===== src/rtl/serial_adder_pkg.sv =====
// Shared types and constants for the bit-serial adder.
//   state_e      : controller state encoding (2 bits)
//   DefaultWidth : default operand/result width
package serial_adder_pkg;

  localparam int unsigned DefaultWidth = 8;

  typedef enum logic [1:0] {
    StIdle = 2'd0,
    StRun  = 2'd1,
    StDone = 2'd2
  } state_e;

endpackage


===== src/rtl/full_adder_bit.sv =====
// One-bit full adder built from two half_adder cells and an OR of their carries.
//   a, b, ci : input bits and carry-in
//   s        : a ^ b ^ ci
//   co       : carry-out
module full_adder_bit (
  input  logic a,
  input  logic b,
  input  logic ci,
  output logic s,
  output logic co
);

  logic s0, c0, c1;

  half_adder u_ha0 (
    .a(a),
    .b(b),
    .s(s0),
    .c(c0)
  );

  half_adder u_ha1 (
    .a(s0),
    .b(ci),
    .s(s),
    .c(c1)
  );

  // Both carries can never be high together, so OR is an exact merge.
  assign co = c0 | c1;

endmodule


===== src/rtl/half_adder.sv =====
// Half adder cell.
//   a, b : input bits
//   s    : a ^ b
//   c    : a & b
module half_adder (
  input  logic a,
  input  logic b,
  output logic s,
  output logic c
);

  assign s = a ^ b;
  assign c = a & b;

endmodule


===== src/rtl/serial_adder.sv =====
// Bit-serial adder: one bit pair per clock, LSB first.
//   clk, rst_n           : clock, asynchronous active-low reset
//   in_valid/in_ready    : operand handshake (a, b, cin)
//   out_valid/out_ready  : result handshake (sum, cout)
//   sum                  : a + b + cin modulo 2^WIDTH
//   cout                 : carry out of bit WIDTH-1
module serial_adder
  import serial_adder_pkg::*;
#(
  parameter int unsigned WIDTH = DefaultWidth
) (
  input  logic             clk,
  input  logic             rst_n,
  input  logic             in_valid,
  output logic             in_ready,
  input  logic [WIDTH-1:0] a,
  input  logic [WIDTH-1:0] b,
  input  logic             cin,
  output logic             out_valid,
  input  logic             out_ready,
  output logic [WIDTH-1:0] sum,
  output logic             cout
);

  localparam int unsigned CntW = $clog2(WIDTH + 1);
  localparam logic [CntW-1:0] CntLast = CntW'(WIDTH - 1);

  state_e state_q, state_d;

  logic [WIDTH-1:0] a_sh_q, b_sh_q, sum_q, sum_d;
  logic [CntW-1:0]  cnt_q;
  logic             carry_q, cout_q;
  logic             fa_s, fa_co;
  logic             last_bit;

  full_adder_bit u_fa (
    .a (a_sh_q[0]),
    .b (b_sh_q[0]),
    .ci(carry_q),
    .s (fa_s),
    .co(fa_co)
  );

  assign last_bit = (cnt_q == CntLast);

  // New bit enters at the MSB; after WIDTH shifts the LSB result sits at bit 0.
  // Shift form avoids a zero-width slice when WIDTH == 1.
  assign sum_d = (sum_q >> 1) | (WIDTH'(fa_s) << (WIDTH - 1));

  // State register
  always_ff @(posedge clk or negedge rst_n) begin
    if (!rst_n) begin
      state_q <= StIdle;
    end else begin
      state_q <= state_d;
    end
  end

  // Next-state logic
  always_comb begin
    state_d = state_q;
    unique case (state_q)
      StIdle: if (in_valid) state_d = StRun;
      StRun:  if (last_bit) state_d = StDone;
      StDone: if (out_ready) state_d = StIdle;
      default: state_d = StIdle;
    endcase
  end

  // Output decode: pure function of state
  always_comb begin
    in_ready  = (state_q == StIdle);
    out_valid = (state_q == StDone);
  end

  // Datapath: shift registers, carry, counter and result
  always_ff @(posedge clk or negedge rst_n) begin
    if (!rst_n) begin
      a_sh_q  <= '0;
      b_sh_q  <= '0;
      sum_q   <= '0;
      carry_q <= 1'b0;
      cout_q  <= 1'b0;
      cnt_q   <= '0;
    end else begin
      unique case (state_q)
        StIdle: begin
          if (in_valid) begin
            a_sh_q  <= a;
            b_sh_q  <= b;
            carry_q <= cin;
            cnt_q   <= '0;
          end
        end
        StRun: begin
          a_sh_q  <= a_sh_q >> 1;
          b_sh_q  <= b_sh_q >> 1;
          sum_q   <= sum_d;
          carry_q <= fa_co;
          cnt_q   <= cnt_q + CntW'(1);
          if (last_bit) cout_q <= fa_co;
        end
        default: ;
      endcase
    end
  end

  assign sum  = sum_q;
  assign cout = cout_q;

endmodule


===== config.mk =====
export PLATFORM = sky130hd
export DESIGN_NAME = serial_adder
export DESIGN_NICKNAME = d
export VERILOG_FILES = /design/src/rtl/serial_adder_pkg.sv /design/src/rtl/full_adder_bit.sv /design/src/rtl/half_adder.sv /design/src/rtl/serial_adder.sv
export SDC_FILE = /design/constraint.sdc
export NUM_CORES = 1
export LEC_CHECK = 0
export BUFFER_PORTS_ARGS = -buffer_cell sky130_fd_sc_hd__buf_4
export CORE_MARGIN = 4
export CORE_UTILIZATION = 50
export CTS_BUF_LIST = sky130_fd_sc_hd__clkbuf_8
export DETAILED_ROUTE_END_ITERATION = 10
export PLACE_DENSITY = 0.8
export SLEW_MARGIN = 20
export SYNTH_ARGS = -nofsm -noshare
export SYNTH_HDL_FRONTEND = slang
export SYNTH_SLANG_ARGS = --single-unit
export TNS_END_PERCENT = 10

===== constraint.sdc =====
create_clock -name clk -period 1.2 [get_ports clk]
set_input_delay 0.18 -clock clk [delete_from_list [all_inputs] [get_ports clk]]
set_output_delay 0.18 -clock clk [all_outputs]
set_load 0.005 [all_outputs]

; After elaboration in Yosys (flattened, before gate mapping)
; Cells that the tools add are included.
[totals]
reg_bits = 32
in_bits = 21
elab_cells = 37
[op_classes]
n_addsub = 1
eq_ne = 6
mux = 12
n_bitwise = 6
reduce_logical = 5
[ops]
columns = op, count
row1 = 8-bit one-hot mux with 2 select lines, 2
row2 = 8-bit 2-to-1 mux, 2
row3 = 7-bit by 8-bit bitwise OR with 8-bit output, 1
row4 = 4-bit one-hot mux with 2 select lines, 1
row5 = 2-bit 2-to-1 mux, 3
row6 = 2-bit one-hot mux with 3 select lines, 1
row7 = 4-bit by 1-bit adder with 4-bit output (second input constant), 1
row8 = 4-bit by 3-bit equality test with 1-bit output (second input constant), 1
row9 = 4-bit 2-to-1 mux, 1
row10 = 2-bit inequality test (second input constant), 2
row11 = 2-bit AND reduction, 2
row12 = 3-bit AND reduction, 1
row13 = 1-bit bitwise AND, 2
row14 = 2-bit by 1-bit equality test with 1-bit output (second input constant), 1
row15 = 2-bit equality test (second input constant), 1
row16 = 2-bit zero test, 1
row17 = 2-bit by 1-bit inequality test with 1-bit output (second input constant), 1
row18 = 1-bit one-hot mux with 2 select lines, 1
row19 = 2-bit nonzero test, 1
row20 = 1-bit bitwise XOR, 2
row21 = 1-bit 2-to-1 mux, 1
row22 = 1-bit bitwise OR, 1

; Logic depth before layout (Yosys ltp)
; Gate-level depths: netlist of run 1.
[depth]
ltp_word = 4
mapped_depth = 6
ltp_nobuf = 4

; Hierarchy
; From an unflattened synthesis of run 1, not the netlist that was laid out.
[hier_totals]
cells_unflattened = 154
area_unflattened_um2 = 1475.2
[modules_own_cells]
columns = mod, n_inst, cells_each, area_per_inst_um2, seq_area_each_um2
row1 = serial_adder, 1, 151, 1443.9, 800.8
row2 = half_adder, 2, 1, 12.5, 0.0
row3 = full_adder_bit, 1, 1, 6.3, 0.0

; Worst setup path after synthesis of run 1
; OpenSTA, ideal clock, no wires.
[synth_path]
path_type = register to register
start = register cnt_q[0]
end = register cout_q, in the netlist cout
setup_time_ns = 0.125
arrival_ns = 1.161
required_ns = 1.075
path_slack_ns = -0.085
path_stages_with_launch = 5
n_path_buf = 0
path_cell_list = dfrtp_1 > ha_1 > and3b_1 > nand2_1 > mux2_2
[synth_via]
elab_chain_len = 2
[synth_lines]
columns = element, line
row1 = start: declaration, serial_adder.sv:31  ; logic [CntW-1:0] cnt_q;
row2 = start signal: assignment, serial_adder.sv:100  ; cnt_q <= cnt_q + CntW'(1);
row3 = 4-bit by 3-bit equality test with 1-bit output, serial_adder.sv:44  ; assign last_bit = (cnt_q == CntLast);
row4 = 2-bit AND reduction (no source line), n/a
row5 = end signal: assignment, serial_adder.sv:101  ; if (last_bit) cout_q <= fa_co;
row6 = end: declaration, serial_adder.sv:32  ; logic carry_q, cout_q;
; No other way between the ends.
; A chain may end at the register's enable or synchronous reset.

; Final worst setup path of run 1
[layout_path]
start = register state_q[0]
end = output port out_valid
[layout_via]
elab_chain_len = 1
[layout_lines]
columns = element, line
row1 = start: declaration, serial_adder.sv:28  ; state_e state_q, state_d;
row2 = start signal: assignment, serial_adder.sv:53  ; state_q <= StIdle;
row3 = start signal: assignment, serial_adder.sv:55  ; state_q <= state_d;
row4 = 2-bit equality test, serial_adder.sv:73  ; out_valid = (state_q == StDone);
row5 = end: declaration, serial_adder.sv:19  ; output logic out_valid,
; No other way between the ends.

==> run metrics, run 1 <==
weighted congestion reported at the end of routability-driven placement=0.765; via count normalized by instance count=5.47; starting density of the core=0.538; core region area=2850 µm²; worst setup slack after placement=-0.0983 ns; routed vias=1,323; required time worst endpoint=1.02 ns; worst relative slew slack=0.731; DR DRC count=0; Critical Setup Path Class=register to output pin; share of final-layout standard cells stronger than drive strength 1=0.427; area enclosed by the die boundary=4020 µm²; final wirelength=3.87 mm; nets=233; critical path arrival=1.12 ns; net count after synthesis=177; worst ir drop on vdd=1330 µV; WHS Path Cells=2; Filler Cell Count=200; count of final setup violators=13; post-synthesis sequential area ratio=0.522; Worst Clk Skew=0.00547 ns; summed area of non-filler cells in the final layout=2180 µm²; Layout Utilization=0.764; dpl hpwl=2.43 mm; antenna violations before repair=0; overall fraction of global-route tracks in use=0.201; number of max-cap violations=0; flip-flop and latch count after synthesis=32; wire length of the first global-routing pass=6.21 mm; vias in the first global route=1,356; origin of the critical flop-to-flop path=state_q[0]; synthesized netlist cell count=154; Wirelength per Cell=16.0 µm; violations in the final reports=negative setup slack; Ports=32; Post-Syn Area=1540 µm²; total design power=4.89 mW; Die Y-Extent=63.4 µm; cts bufs inserted=5; Worst-Margin Slew=0.403 ns; worst reg-to-reg setup slack=-0.07 ns; fmax=0.770 GHz; min setup slack post-route=-0.0983 ns; Placement Rows=19; average cell area after synthesis=9.97 µm²; static power due to leakage=1.06 nW; number of sinks driven by the clock tree=32; worst hold slack=0.0786 ns; run status=finished, violations left; setup repair after global routing missed its margin=true; most common library cell in the layout ignoring fill and taps=sky130_fd_sc_hd__buf_4; synthesis-to-layout area growth=42.1%; later-pin clock latency in the skew report=0.28 ns; startpoint of the worst hold path=out_ready; count of warnings emitted by yosys=0; clock buffer depth=2; type of element capturing the critical path=output pin; Cell Pwr Density=2240 nW/µm²; Die Span X=63.4 µm; number of distinct library cells after synthesis=26; detailed-router iteration count before antenna repair=4; clock-pin slew of the registers on the worst-case setup and hold paths=0.06 ns; end of the worst hold path=state_q[1]; number of pins exceeding their max-slew limit in the final report=0; Routed Antenna Nets=0; final critical-path required period=1.30 ns; Final Hold Vio Count=0; area of placed instances=1900 µm²; number of inserted diodes=0; HP Class=input pin to register; cell depth of the worst flop-to-flop path=5; clock tree from TritonCTS=yes; endpoint of the most critical register-to-register path=cnt_q[2]; final clock period utilization by the worst path=1.08; htree depth=2; Worst setup SP type=register; aggregate global routing overflow=0; clock tree root driver cell=sky130_fd_sc_hd__clkbuf_8; maximum number of pins on one net before global-route repair=33; count of buffers inserted at the top-level ports=31; critical-path maximum fanout=6; leading cell types in the layout, fill and taps excluded=48 x sky130_fd_sc_hd__buf_4, 33 x sky130_fd_sc_hd__nand2_1, 31 x sky130_fd_sc_hd__dfrtp_1; DRC marker count from the first detailed-route iteration=74
==> power breakdown <==
group          internal (mW)  leakage [nW]  switching (mW)
registers               1.49         0.414           0.343
logic                   1.24         0.588           0.997
clock network          0.450        0.0538           0.377
total                   3.18          1.06            1.72
==> flip-flops by register name (all words and copies together) (netlist names) <==
| name | flops |
|---|---|
| sum | 8 |
| cout | 1 |
| b_sh_q | 8 |
| carry_q | 1 |
| cnt_q | 4 |
| state_q | 2 |
| a_sh_q | 8 |
==> area by class of cell <==
cell class                      instances  area [µm²]  share of cell area
Sequential cell                        32         802               0.368
Inverter                                1        3.75             0.00172
Clock buffer                            6        82.6              0.0379
Tap cell                               31        38.8              0.0178
Clock inverter                          2        7.51             0.00344
Timing Repair Buffer                   59         504               0.231
Multi-Input combinational cell        111         742               0.340
==> what timing repair did <==
action	4_1_cts	5_1_grt
setup buffers	6	3
pin swaps	2	2
hold endpoints to repair	32	0
endpoints found under the setup margin	17	33
hold buffers	1	0
gates resized for setup	16	24
cloned	0	0
==> worst max path at each step <==
stage          startpoint         to  slack, ns
6_report       state_q[0]  out_valid       -0.1
5_1_grt        state_q[0]  a_sh_q[1]      -0.15
4_1_cts        state_q[0]  out_valid      -0.09
3_5_place_dp   state_q[0]  a_sh_q[3]       -0.1
3_3_place_gp     cnt_q[1]       cout      -0.02
2_1_floorplan    cnt_q[0]       cout      -0.01
==> metal layers <==
metal  GRT usage  wire length, µm  up-vias
met4      0.0809               85        0
met2       0.339             1990       42
met5           0                0        -
li1            -                -      645
met1       0.234             1560      626
met3      0.0639              233       10
==> synth_stat cells <==
| library cell | n | area (µm²) |
|---|---|---|
| sky130_fd_sc_hd__nand2_1 | 34 | 128 |
| sky130_fd_sc_hd__dfrtp_1 | 32 | 801 |
| sky130_fd_sc_hd__o21ai_0 | 16 | 80.1 |
| sky130_fd_sc_hd__a22oi_1 | 14 | 105 |
| sky130_fd_sc_hd__a21oi_1 | 13 | 65.1 |
| sky130_fd_sc_hd__nor2b_1 | 12 | 75.1 |
| sky130_fd_sc_hd__buf_6 | 4 | 45.0 |
| sky130_fd_sc_hd__buf_4 | 3 | 22.5 |
| sky130_fd_sc_hd__o21ai_1 | 3 | 15.0 |
| sky130_fd_sc_hd__a22o_1 | 2 | 17.5 |
| sky130_fd_sc_hd__buf_2 | 2 | 10.0 |
| sky130_fd_sc_hd__mux2_2 | 2 | 22.5 |
| sky130_fd_sc_hd__nand2b_1 | 2 | 12.5 |
| sky130_fd_sc_hd__nand3_1 | 2 | 10.0 |
| sky130_fd_sc_hd__nor2_1 | 2 | 7.51 |
| sky130_fd_sc_hd__a22oi_2 | 1 | 12.5 |
| sky130_fd_sc_hd__and2b_1 | 1 | 7.51 |
| sky130_fd_sc_hd__and3b_1 | 1 | 8.76 |
| sky130_fd_sc_hd__clkbuf_1 | 1 | 3.75 |
| sky130_fd_sc_hd__fa_1 | 1 | 20.0 |
| sky130_fd_sc_hd__ha_1 | 1 | 12.5 |
| sky130_fd_sc_hd__inv_1 | 1 | 3.75 |
| sky130_fd_sc_hd__nor2b_2 | 1 | 8.76 |
| sky130_fd_sc_hd__nor2b_4 | 1 | 13.8 |
| sky130_fd_sc_hd__o21bai_2 | 1 | 11.3 |
| sky130_fd_sc_hd__o311ai_2 | 1 | 16.3 |
==> worst max-delay path: stages (launching register included) <==
cell and delay [ns]:
sky130_fd_sc_hd__dfrtp_1 0.42, sky130_fd_sc_hd__buf_12 0.15, sky130_fd_sc_hd__nand2b_4 0.14, sky130_fd_sc_hd__inv_2 0.05, sky130_fd_sc_hd__buf_6 0.08
==> cell families (layout without fill, tap and decap cells) <==
family | Yosys count | after routing | synth area share
adders and majority gates | 2 | 2 | 0.0212
and+or+nand+nor | 56 | 56 | 0.177
muxes | 2 | 2 | 0.0147
AOI/OAI and AO/OA | 51 | 51 | 0.210
DFF | 32 | 32 | 0.522
buffers and inverters | 11 | 68 | 0.0554
==> through the flow <==
stage | TNS [ns] | cells
finish | -0.641 | 242
global route | -1.85 | 242
floorplan | -0.0131 | 154
global placement | -0.0217 | 225
detailed placement | -0.603 | 225
CTS | -0.846 | 240
Note: power is estimated with default switching activity, not from simulation.
==> run 2: changes to the inputs <==
Settings changed: ABC_CLOCK_PERIOD_IN_PS set to 1200, CELL_PAD_IN_SITES_DETAIL_PLACEMENT set to 1, CELL_PAD_IN_SITES_GLOBAL_PLACEMENT set to 1, CORE_UTILIZATION 50 to 39, PLACE_DENSITY 0.8 to 0.81.
==> run 2 against run 1 <==
Compared with the run above: highest routed layer unchanged; largest cell class unchanged; utilization fell by 16 points; critical endpoint unchanged; die area grew 24%; the run still ends with negative setup slack left; sequential share of layout area down 1.1 points.
==> run metrics, run 2 (synthesis results as in run 1) <==
overall fraction of global-route tracks in use=0.206 (+0.00524); Seq pwr share=0.336 (-0.038); part of the power in the clock network=0.213 (+0.044); Wirelength per Cell=20.1 µm (+26%); number of max-cap violations=0 (unchanged); cts bufs inserted=5 (unchanged); antenna violations before repair=0 (unchanged); run status=finished, violations left; area of placed instances=1900 µm² (about the same); Gate power share=0.450 (-0.007); count of final setup violators=16 (+3); leading cell types in the layout, fill and taps excluded=45 x sky130_fd_sc_hd__buf_4, 33 x sky130_fd_sc_hd__nand2_1, 31 x sky130_fd_sc_hd__dfrtp_1; number of inserted diodes=0 (unchanged); synthesis-to-layout area growth=46.5%; detailed-router iteration count before antenna repair=4 (unchanged); dpl hpwl=2.90 mm (+20%); Worst Clk Skew=0.0100 ns (+0.00456 ns); wire length of the first global-routing pass=7.80 mm (+26%); later-pin clock latency in the skew report=0.30 ns (+0.02 ns); DR DRC count=0 (unchanged); clock tree root driver cell=sky130_fd_sc_hd__clkbuf_8; violations in the final reports=negative setup slack; Cell Pwr Density=2440 nW/µm² (+8.6%); worst ir drop on vdd=1200 µV (-10%); nets=233 (unchanged); Final Hold Vio Count=0 (unchanged); number of pins exceeding their max-slew limit in the final report=0 (unchanged); Ports=32 (unchanged); Filler Cell Count=424 (+110%); htree depth=2 (unchanged); area enclosed by the die boundary=5000 µm² (+24%); fmax=0.734 GHz (-4.8%); core region area=3740 µm² (+31%); aggregate global routing overflow=0 (unchanged); Critical Setup Path Class=register to output pin; via count normalized by instance count=5.47 (about the same); Switching Fraction=0.354 (+0.00353); share of final-layout standard cells stronger than drive strength 1=0.417 (-0.00948); static power due to leakage=1.08 nW (+2.1%); summed area of non-filler cells in the final layout=2250 µm² (+3.1%); final wirelength=5.20 mm (+35%); post-route setup TNS=-1.07 ns (-0.430 ns); power spent charging and discharging nets=1.94 mW (+13%); total design power=5.48 mW (+12%); worst relative slew slack=0.728 (-0.00368); Die Span X=70.7 µm (+12%); type of element capturing the critical path=output pin; final critical-path required period=1.36 ns (+0.0650 ns); clock-pin slew of the registers on the worst-case setup and hold paths=0.07 ns (about the same); setup repair after global routing missed its margin=true; routed vias=1,417 (+7.1%); Die Y-Extent=70.7 µm (+12%); count of buffers inserted at the top-level ports=31 (unchanged); worst hold slack=0.0740 ns (-0.00463 ns); clock buffer depth=2 (unchanged); most common library cell in the layout ignoring fill and taps=sky130_fd_sc_hd__buf_4; HP Class=input pin to register; starting density of the core=0.410 (-0.128); clock tree from TritonCTS=yes; internal power component=3.54 mW (+11%); final clock period utilization by the worst path=1.14 (+0.0542); Worst setup SP type=register; Routed Antenna Nets=0 (unchanged); maximum number of pins on one net before global-route repair=33 (unchanged); Placement Rows=22 (+3); critical path arrival=1.18 ns (+0.06 ns); min setup slack post-route=-0.163 ns (-0.0650 ns); critical-path maximum fanout=4 (-2); Worst-Margin Slew=0.408 ns (+0.00552 ns); vias in the first global route=1,529 (+13%); number of sinks driven by the clock tree=32 (unchanged); required time worst endpoint=1.02 ns (about the same); DRC marker count from the first detailed-route iteration=61 (-18%); weighted congestion reported at the end of routability-driven placement=0.804 (+5.1%)
==> run 2: changes by cell type in the layout (fill, tap and decap cells not counted), moves of 2 or more <==
cell	change
sky130_fd_sc_hd__inv_1	-2
sky130_fd_sc_hd__o21ai_0	-3
sky130_fd_sc_hd__buf_6	+3
sky130_fd_sc_hd__a22oi_2	-2
sky130_fd_sc_hd__o21ai_1	+3
sky130_fd_sc_hd__a22oi_1	+2
sky130_fd_sc_hd__buf_4	-3
==> run 2: area by class of cell <==
type / count / area, µm² / area share
sequential: 32 / 802 / 0.357
tap: 48 / 60.1 / 0.0267
multi-input combinational: 111 / 731 / 0.325
clock inverter: 1 / 30.0 / 0.0134
inverter: 1 / 3.75 / 0.00167
timing repair buffer: 59 / 526 / 0.234
clock buffer: 7 / 96.3 / 0.0428
==> run 2: metrics by stage <==
step	std cells	util	worst slack, ns
after floorplan	154	-	-0.0131
after detailed placement	241	0.508	-0.204
after global placement	241	0.508	-0.0533
after CTS	254	0.569	-0.113
final	259	0.601	-0.163
after global routing	259	0.601	-0.200
==> run 2: critical path, stage by stage (launching register included) <==
cell and delay [ns]:
sky130_fd_sc_hd__dfrtp_1 0.45, sky130_fd_sc_hd__buf_6 0.16, sky130_fd_sc_hd__nand2b_4 0.14, sky130_fd_sc_hd__inv_2 0.05, sky130_fd_sc_hd__buf_6 0.08
==> run 2: per-layer routing <==
layer / up-vias / track usage / wire, µm
met5: - / 0 / 0
met4: 0 / 0.0919 / 142
met3: 14 / 0.0568 / 284
met2: 47 / 0.369 / 2660
met1: 714 / 0.225 / 2120
li1: 642 / - / -
==> run 2: worst paths after layout <==
path                       slack (ns)    endpoint  depth (start not counted)  startpoint
setup / recovery                -0.16   out_valid                          4  state_q[0]
hold / removal                   0.07  state_q[1]                          2   out_ready
setup reg to reg                -0.10   a_sh_q[5]                          6  state_q[0]
hold reg to reg                  0.50      sum[3]                          2      sum[4]
max in group asynchronous        0.52  state_q[1]                          2       rst_n
min in group asynchronous        0.34      sum[3]                          2       rst_n
==> run 2: power groups by stage <==
stage               clock network [mW]  logic [mW]  registers, mW
global route                      1.22        2.69           1.89
finish                            1.17        2.47           1.84
detailed placement                   0        1.85           1.82
global placement                     0        1.73           1.78
floorplan                            0        1.09           1.76
CTS                               1.17        2.06           1.81
==> run 2: what timing repair did <==
action                     CTS  global route
gates resized for setup     22            19
hold endpoints to repair    32             0
cloned                       0             1
pin swaps                    2             5
buffers inserted             4             4
hold buffers                 1             0
setup endpoints to repair   19            33
